<file path="config.mk">
export PLATFORM = sky130hd
export DESIGN_NAME = phy_link_supervisor_flat
export DESIGN_NICKNAME = d
export VERILOG_FILES = /design/src/rtl/phy_link_supervisor_if.sv /design/src/rtl/phy_link_supervisor.sv /design/src/flat_wrapper.sv
export SDC_FILE = /design/constraint.sdc
export NUM_CORES = 1
export LEC_CHECK = 0
export CAP_MARGIN = 20
export CORE_ASPECT_RATIO = 1.5
export CORE_MARGIN = 3
export CORE_UTILIZATION = 40
export CTS_BUF_LIST = sky130_fd_sc_hd__clkbuf_4 sky130_fd_sc_hd__clkbuf_8
export CTS_CLUSTER_SIZE = 24
export DETAILED_ROUTE_END_ITERATION = 10
export GPL_ROUTABILITY_DRIVEN = 0
export PLACE_DENSITY = 0.58
export SLEW_MARGIN = 20
export SYNTH_ARGS = -nofsm -noshare
export SYNTH_HDL_FRONTEND = slang
export SYNTH_SLANG_ARGS = --single-unit
</file>
<file path="constraint.sdc">
create_clock -name clk -period 2.2 [get_ports clk]
set_clock_uncertainty 0.2 [all_clocks]
set_input_delay 0.22 -clock clk [delete_from_list [all_inputs] [get_ports clk]]
set_output_delay 0.22 -clock clk [all_outputs]
set_load 0.1 [all_outputs]
</file>
<file path="src/rtl/phy_link_supervisor_if.sv">
// Control/status bundle between the PHY link supervisor and its environment.
// The slave modport is the supervisor side; the master modport is the board/reset-controller side.
interface phy_link_supervisor_if;
  logic       link_up;
  logic       soft_rst_req;
  logic       phy_reset_n;
  logic       mac_reset;
  logic       link_ready;
  logic       fail;
  logic [7:0] retry_count;
  logic [7:0] loss_count;
  logic [2:0] state;

  modport master (
    output link_up, soft_rst_req,
    input  phy_reset_n, mac_reset, link_ready, fail, retry_count, loss_count, state
  );

  modport slave (
    input  link_up, soft_rst_req,
    output phy_reset_n, mac_reset, link_ready, fail, retry_count, loss_count, state
  );
endinterface

</file>
<file path="src/rtl/phy_link_supervisor.sv">
// PHY/MAC bring-up sequencer: PHY reset, settle, wait for link with retries, then run.
// Optional link-loss recovery in RUN is built when LINK_LOSS_RECOVERY_EN is defined.
module phy_link_supervisor #(
  parameter logic [31:0] RESET_CYCLES  = 32'd10_000_000,
  parameter logic [31:0] SETTLE_CYCLES = 32'd5_000_000,
  parameter logic [31:0] LINK_TIMEOUT  = 32'd50_000_000,
  parameter logic [7:0]  MAX_RETRIES   = 8'd3,
  parameter logic [31:0] LOSS_DEBOUNCE = 32'd1_000
) (
  input  logic                  clk,
  input  logic                  rst_n,
  phy_link_supervisor_if.slave  bus
);

  typedef enum logic [2:0] {
    PHY_RST   = 3'd0,
    SETTLE    = 3'd1,
    WAIT_LINK = 3'd2,
    RUN       = 3'd3,
    S_FAIL    = 3'd4
  } state_e;

  if (RESET_CYCLES == 32'd0 || SETTLE_CYCLES == 32'd0 ||
      LINK_TIMEOUT == 32'd0 || LOSS_DEBOUNCE == 32'd0) begin : g_cfg_check
    $error("phy_link_supervisor: cycle-count parameters must be >= 1");
  end

  state_e      state_q, state_d;
  logic [31:0] timer_q, timer_d;
  logic [7:0]  retry_q, retry_d;
  logic        link_meta_q, link_s_q;
  logic        phy_reset_n_q, phy_reset_n_d;
  logic        mac_reset_q, mac_reset_d;
  logic        link_ready_q, link_ready_d;
  logic        fail_q, fail_d;

`ifdef LINK_LOSS_RECOVERY_EN
  logic [31:0] loss_run_q, loss_run_d;
  logic [7:0]  loss_count_q, loss_count_d;
`endif

  // link_up is asynchronous to clk
  always_ff @(posedge clk or negedge rst_n) begin
    if (!rst_n) begin
      link_meta_q <= 1'b0;
      link_s_q    <= 1'b0;
    end else begin
      link_meta_q <= bus.link_up;
      link_s_q    <= link_meta_q;
    end
  end

  always_comb begin
    state_d = state_q;
    retry_d = retry_q;
`ifdef LINK_LOSS_RECOVERY_EN
    loss_run_d   = loss_run_q;
    loss_count_d = loss_count_q;
`endif

    case (state_q)
      PHY_RST:   if (timer_q == RESET_CYCLES - 32'd1) state_d = SETTLE;
      SETTLE:    if (timer_q == SETTLE_CYCLES - 32'd1) state_d = WAIT_LINK;
      WAIT_LINK: begin
        if (link_s_q) begin
          state_d = RUN;
        end else if (timer_q == LINK_TIMEOUT - 32'd1) begin
          if (retry_q < MAX_RETRIES) begin
            retry_d = retry_q + 8'd1;
            state_d = PHY_RST;
          end else begin
            state_d = S_FAIL;
          end
        end
      end
      RUN: begin
`ifdef LINK_LOSS_RECOVERY_EN
        if (link_s_q) begin
          loss_run_d = 32'd0;
        end else if (loss_run_q == LOSS_DEBOUNCE - 32'd1) begin
          state_d = PHY_RST;
          retry_d = 8'd0;
          if (loss_count_q != 8'hFF) loss_count_d = loss_count_q + 8'd1;
        end else begin
          loss_run_d = loss_run_q + 32'd1;
        end
`endif
      end
      S_FAIL:  ;
      default: state_d = PHY_RST;
    endcase

    // A soft restart overrides every transition above, but a drop counted on the same edge is not kept
    if (bus.soft_rst_req) begin
      state_d = PHY_RST;
      retry_d = 8'd0;
`ifdef LINK_LOSS_RECOVERY_EN
      loss_count_d = loss_count_q;
`endif
    end

`ifdef LINK_LOSS_RECOVERY_EN
    if (state_d != RUN) loss_run_d = 32'd0;
`endif

    timer_d = (state_d != state_q || bus.soft_rst_req) ? 32'd0 : timer_q + 32'd1;

    // Outputs decode the next state so they change on the edge that enters it
    phy_reset_n_d = (state_d == SETTLE) || (state_d == WAIT_LINK) || (state_d == RUN);
    mac_reset_d   = (state_d != RUN);
    link_ready_d  = (state_d == RUN) && link_s_q;
    fail_d        = (state_d == S_FAIL);
  end

  always_ff @(posedge clk or negedge rst_n) begin
    if (!rst_n) begin
      state_q       <= PHY_RST;
      timer_q       <= 32'd0;
      retry_q       <= 8'd0;
      phy_reset_n_q <= 1'b0;
      mac_reset_q   <= 1'b1;
      link_ready_q  <= 1'b0;
      fail_q        <= 1'b0;
    end else begin
      state_q       <= state_d;
      timer_q       <= timer_d;
      retry_q       <= retry_d;
      phy_reset_n_q <= phy_reset_n_d;
      mac_reset_q   <= mac_reset_d;
      link_ready_q  <= link_ready_d;
      fail_q        <= fail_d;
    end
  end

`ifdef LINK_LOSS_RECOVERY_EN
  always_ff @(posedge clk or negedge rst_n) begin
    if (!rst_n) begin
      loss_run_q   <= 32'd0;
      loss_count_q <= 8'd0;
    end else begin
      loss_run_q   <= loss_run_d;
      loss_count_q <= loss_count_d;
    end
  end

  assign bus.loss_count = loss_count_q;
`else
  assign bus.loss_count = 8'd0;
`endif

  assign bus.phy_reset_n = phy_reset_n_q;
  assign bus.mac_reset   = mac_reset_q;
  assign bus.link_ready  = link_ready_q;
  assign bus.fail        = fail_q;
  assign bus.retry_count = retry_q;
  assign bus.state       = state_q;

endmodule
</file>
<file path="src/flat_wrapper.sv">
// flat-port wrapper written by rule: the top's interface ports become plain ports
module phy_link_supervisor_flat 
#(
  parameter logic [31:0] RESET_CYCLES  = 32'd10_000_000,
  parameter logic [31:0] SETTLE_CYCLES = 32'd5_000_000,
  parameter logic [31:0] LINK_TIMEOUT  = 32'd50_000_000,
  parameter logic [7:0]  MAX_RETRIES   = 8'd3,
  parameter logic [31:0] LOSS_DEBOUNCE = 32'd1_000
)
  (clk, rst_n, bus_link_up, bus_soft_rst_req, bus_phy_reset_n, bus_mac_reset, bus_link_ready, bus_fail, bus_retry_count, bus_loss_count, bus_state);
  phy_link_supervisor_if bus_i ();
  input  logic clk;
  input  logic rst_n;
  input wire logic [$bits(bus_i.link_up)-1:0] bus_link_up;
  input wire logic [$bits(bus_i.soft_rst_req)-1:0] bus_soft_rst_req;
  output wire logic [$bits(bus_i.phy_reset_n)-1:0] bus_phy_reset_n;
  output wire logic [$bits(bus_i.mac_reset)-1:0] bus_mac_reset;
  output wire logic [$bits(bus_i.link_ready)-1:0] bus_link_ready;
  output wire logic [$bits(bus_i.fail)-1:0] bus_fail;
  output wire logic [$bits(bus_i.retry_count)-1:0] bus_retry_count;
  output wire logic [$bits(bus_i.loss_count)-1:0] bus_loss_count;
  output wire logic [$bits(bus_i.state)-1:0] bus_state;
  assign bus_i.link_up = bus_link_up;
  assign bus_i.soft_rst_req = bus_soft_rst_req;
  assign bus_phy_reset_n = bus_i.phy_reset_n;
  assign bus_mac_reset = bus_i.mac_reset;
  assign bus_link_ready = bus_i.link_ready;
  assign bus_fail = bus_i.fail;
  assign bus_retry_count = bus_i.retry_count;
  assign bus_loss_count = bus_i.loss_count;
  assign bus_state = bus_i.state;
  phy_link_supervisor #(.RESET_CYCLES(RESET_CYCLES), .SETTLE_CYCLES(SETTLE_CYCLES), .LINK_TIMEOUT(LINK_TIMEOUT), .MAX_RETRIES(MAX_RETRIES), .LOSS_DEBOUNCE(LOSS_DEBOUNCE)) u_core (.clk(clk), .rst_n(rst_n), .bus(bus_i));
endmodule
</file>
==> out/qor.txt <==
Outcome - finished, violations left
Violated checks - setup timing
Max-cap check violation count - 0
Number of H-tree levels - 2
Fraction of layout cells with a size suffix above 1 - 0.4711
Drt initial violations - 119
DIE AREA - 7264 um^2
Part of the cycle the worst path needs - 1.063
RSZ-0062 raised after global routing - yes
Top post-synthesis cells by area - dfrtp_1 48%, nor2_1 6.9%, xor2_1 6.3%
Clock latency on the worst-skew pair - 0.30 ns
Internal - 1.161 mW
Mean Syn Cell Area - 9.704 um^2
Post-synth EDFFs - 0
Die Span Y - 102.9 um
Reg-to-Reg Start - u_core.timer_q[19]
Flop pwr share - 0.574
Synthesized area - 2504 um^2
HP Start - bus_link_up
Clk root buf - clkbuf_8
FF-to-FF path depth - 7
Hold Path Class - in -> reg
Initial antenna violation count - 0
Clk pin slew, worst setup/hold paths - 0.09 ns
CP Max Fanout - 8
Drt pass-1 iters - 4
Min cycle time layout - 2.338 ns
# rows - 34
Placeable Area - 5913 um^2
Total power - 1.585 mW
Worst-Margin Slew - 0.5316 ns
Crit path launch type - flip-flop
Filler Cells Inserted - 497
Net Sw Frac - 0.2673
Via count - 2166
Switching pwr - 423.7 uW
Initial Util - 0.4234
TritonCTS clock tree - yes
Ports - 27
Final Slew Violations - 0
Hold path cells - 1
Min-Delay Endpoint - u_core.link_meta_q
PwrDens - 437.1 nW/um^2
WS Path Type - reg -> reg
Seq/Total Area, Yosys - 0.4903
GRT Total Usage - 0.1882
Top-count cell post-synth - dfrtp_1
Commonest cells post-synth - 48 x dfrtp_1, 46 x nor2_1, 19 x nand2_1
Reg area - 1249 um^2
CP endpoint kind - flip-flop
Final setup viols - 33
Worst hold slack - 0.1437 ns
Routed WL - 6.560 mm
WP data required - 2.19 ns
Vias per cell - 5.182
First-pass GRT wire length - 10.54 mm
Vias in the first global route - 2220
Clock power share - 0.329
Reg2reg end - u_core.timer_q[12]
Diode count - 0
Slew headroom - 0.6423
Post-synth top area share - 0.4798
Area of the multi-input gates - 1511 um^2
Syn Inst Count - 258
Clk buf depth - 2
Overflow after GRT - 0
Sink Count - 49
Number of buffers created by CTS - 5
Final hold vios - 0
Die Wd - 70.60 um
DRC - 0
Asr flop ratio synth - 1.000
Largest net degree at the start of global routing - 28
Gate power share - 0.097
Synth warn - 0
Worst vdd ir - 345.0 uV
Nets - 351
Data arrival, critical path - 2.32 ns
FF-to-FF setup slack - -0.14 ns
Worst setup margin - -0.1378 ns
Area leader, netlist - dfrtp_1
Synth Flop Type - dfrtp_1
Number of unique standard cell types used by synthesis - 42
Post-DP HPWL - 4.691 mm
Post-route ant nets - 0
Area growth, synth to finish - 44.83%
Place WS - -0.09308 ns
FF+latch count, synth - 49
Routed wire per std cell - 15.69 um
LEAKAGE - 1.621 nW
Port Buffer Count - 18
Maximum clock rate - 427.8 MHz
power groups by stage:
stage,Combinational [mW],Sequential [mW],Clock [mW]
after floorplan,0.0967,0.929,0
after global placement,0.137,0.928,0
after detailed placement,0.138,0.928,0
after CTS,0.146,0.910,0.537
after global routing,0.163,0.911,0.570
final,0.153,0.910,0.522
how the worst max path moves through the flow:
stage | start | end | slack (ns)
3_3_place_gp | u_core.timer_q[19] | u_core.bus.phy_reset_n | -0.05
2_1_floorplan | u_core.timer_q[28] | u_core.bus.phy_reset_n | -0.005
4_1_cts | u_core.timer_q[28] | u_core.bus.phy_reset_n | -0.07
3_5_place_dp | u_core.timer_q[11] | u_core.timer_q[12] | -0.09
6_report | u_core.timer_q[19] | u_core.timer_q[12] | -0.14
5_1_grt | u_core.timer_q[3] | u_core.timer_q[19] | -0.25
critical path, cell delays in order (launching register included):
cell	delay, ns
dfrtp_1	0.40
buf_4	0.15
nand4bb_4	0.10
or4_4	0.52
or3_4	0.42
nand3_4	0.14
a21o_4	0.23
nor2_4	0.04
per-layer routing:
| metal | vias up | routed length, um | GRT usage |
|---|---|---|---|
| li1 | 1053 | - | - |
| met1 | 1053 | 2649 | 0.2100 |
| met2 | 47 | 3524 | 0.3557 |
| met3 | 13 | 242 | 0.02829 |
| met4 | 0 | 144 | 0.07815 |
| met5 | - | 0 | 0 |
state kept, by name (all words and copies together), names as in the netlist:
name,count
u_core.bus.link_ready,1
u_core.bus.retry_count,8
u_core.link_meta_q,1
u_core.timer_q,32
u_core.link_s_q,1
u_core.bus.mac_reset,1
u_core.bus.state,3
u_core.bus.fail,1
u_core.bus.phy_reset_n,1
cells in the final DEF (no fill, tap or decap), types with 3 or more instances in the layout:
master	instances
nor2_2	17
buf_6	3
and3_1	6
nor2b_1	7
dfrtp_2	11
and4_1	3
buf_4	77
inv_1	5
nand2_1	16
clkbuf_8	5
nor3_1	3
nor4_2	3
nor2_4	8
xnor2_1	12
nand3_1	11
a21oi_1	3
nor3_4	3
conb_1	8
dfrtp_1	35
nor4_1	3
xor2_1	17
nor2_1	21
nand4_1	11
or4_4	5
nand4b_1	3
metrics by stage:
step	std cells	util	instance area (um^2)	TNS, ns
after detailed placement	400	0.5423	3207	-1.380
after CTS	415	0.5764	3408	-0.4702
after floorplan	265	-	2613	-0.005392
after global placement	400	0.5423	3207	-0.6592
final	418	0.6132	3626	-2.482
after global routing	418	0.6132	3626	-4.227
repair_timing:
action / in CTS / in global routing
hold buffers: 1 / 0
pin swaps: 18 / 21
endpoints found under the hold margin: 21 / 0
setup endpoints to repair: 25 / 39
gates resized for setup: 13 / 52
setup buffers: 5 / 4
gates cloned: 1 / 0
final cells by class:
cell class / instances / area share
Clock buffer: 5 / 0.01898
Clock inverter: 3 / 0.004831
Inverter: 6 / 0.006211
Multi-Input combinational cell: 198 / 0.4168
Sequential cell: 49 / 0.3444
Tap cell: 72 / 0.02484
Timing Repair Buffer: 85 / 0.1839
logic make-up (layout without fill, tap and decap cells):
group	Yosys count	after routing	share of synthesized area
simple gates	147	147	0.3214
other cells	1	8	0.001498
compound gates	9	10	0.02448
flops	49	49	0.4903
mux	1	1	0.003998
buf+inv	19	99	0.04348
fa+ha+maj	2	2	0.009993
xor+xnor	30	30	0.1049
No activity file was read; power rests on OpenSTA's default activity.
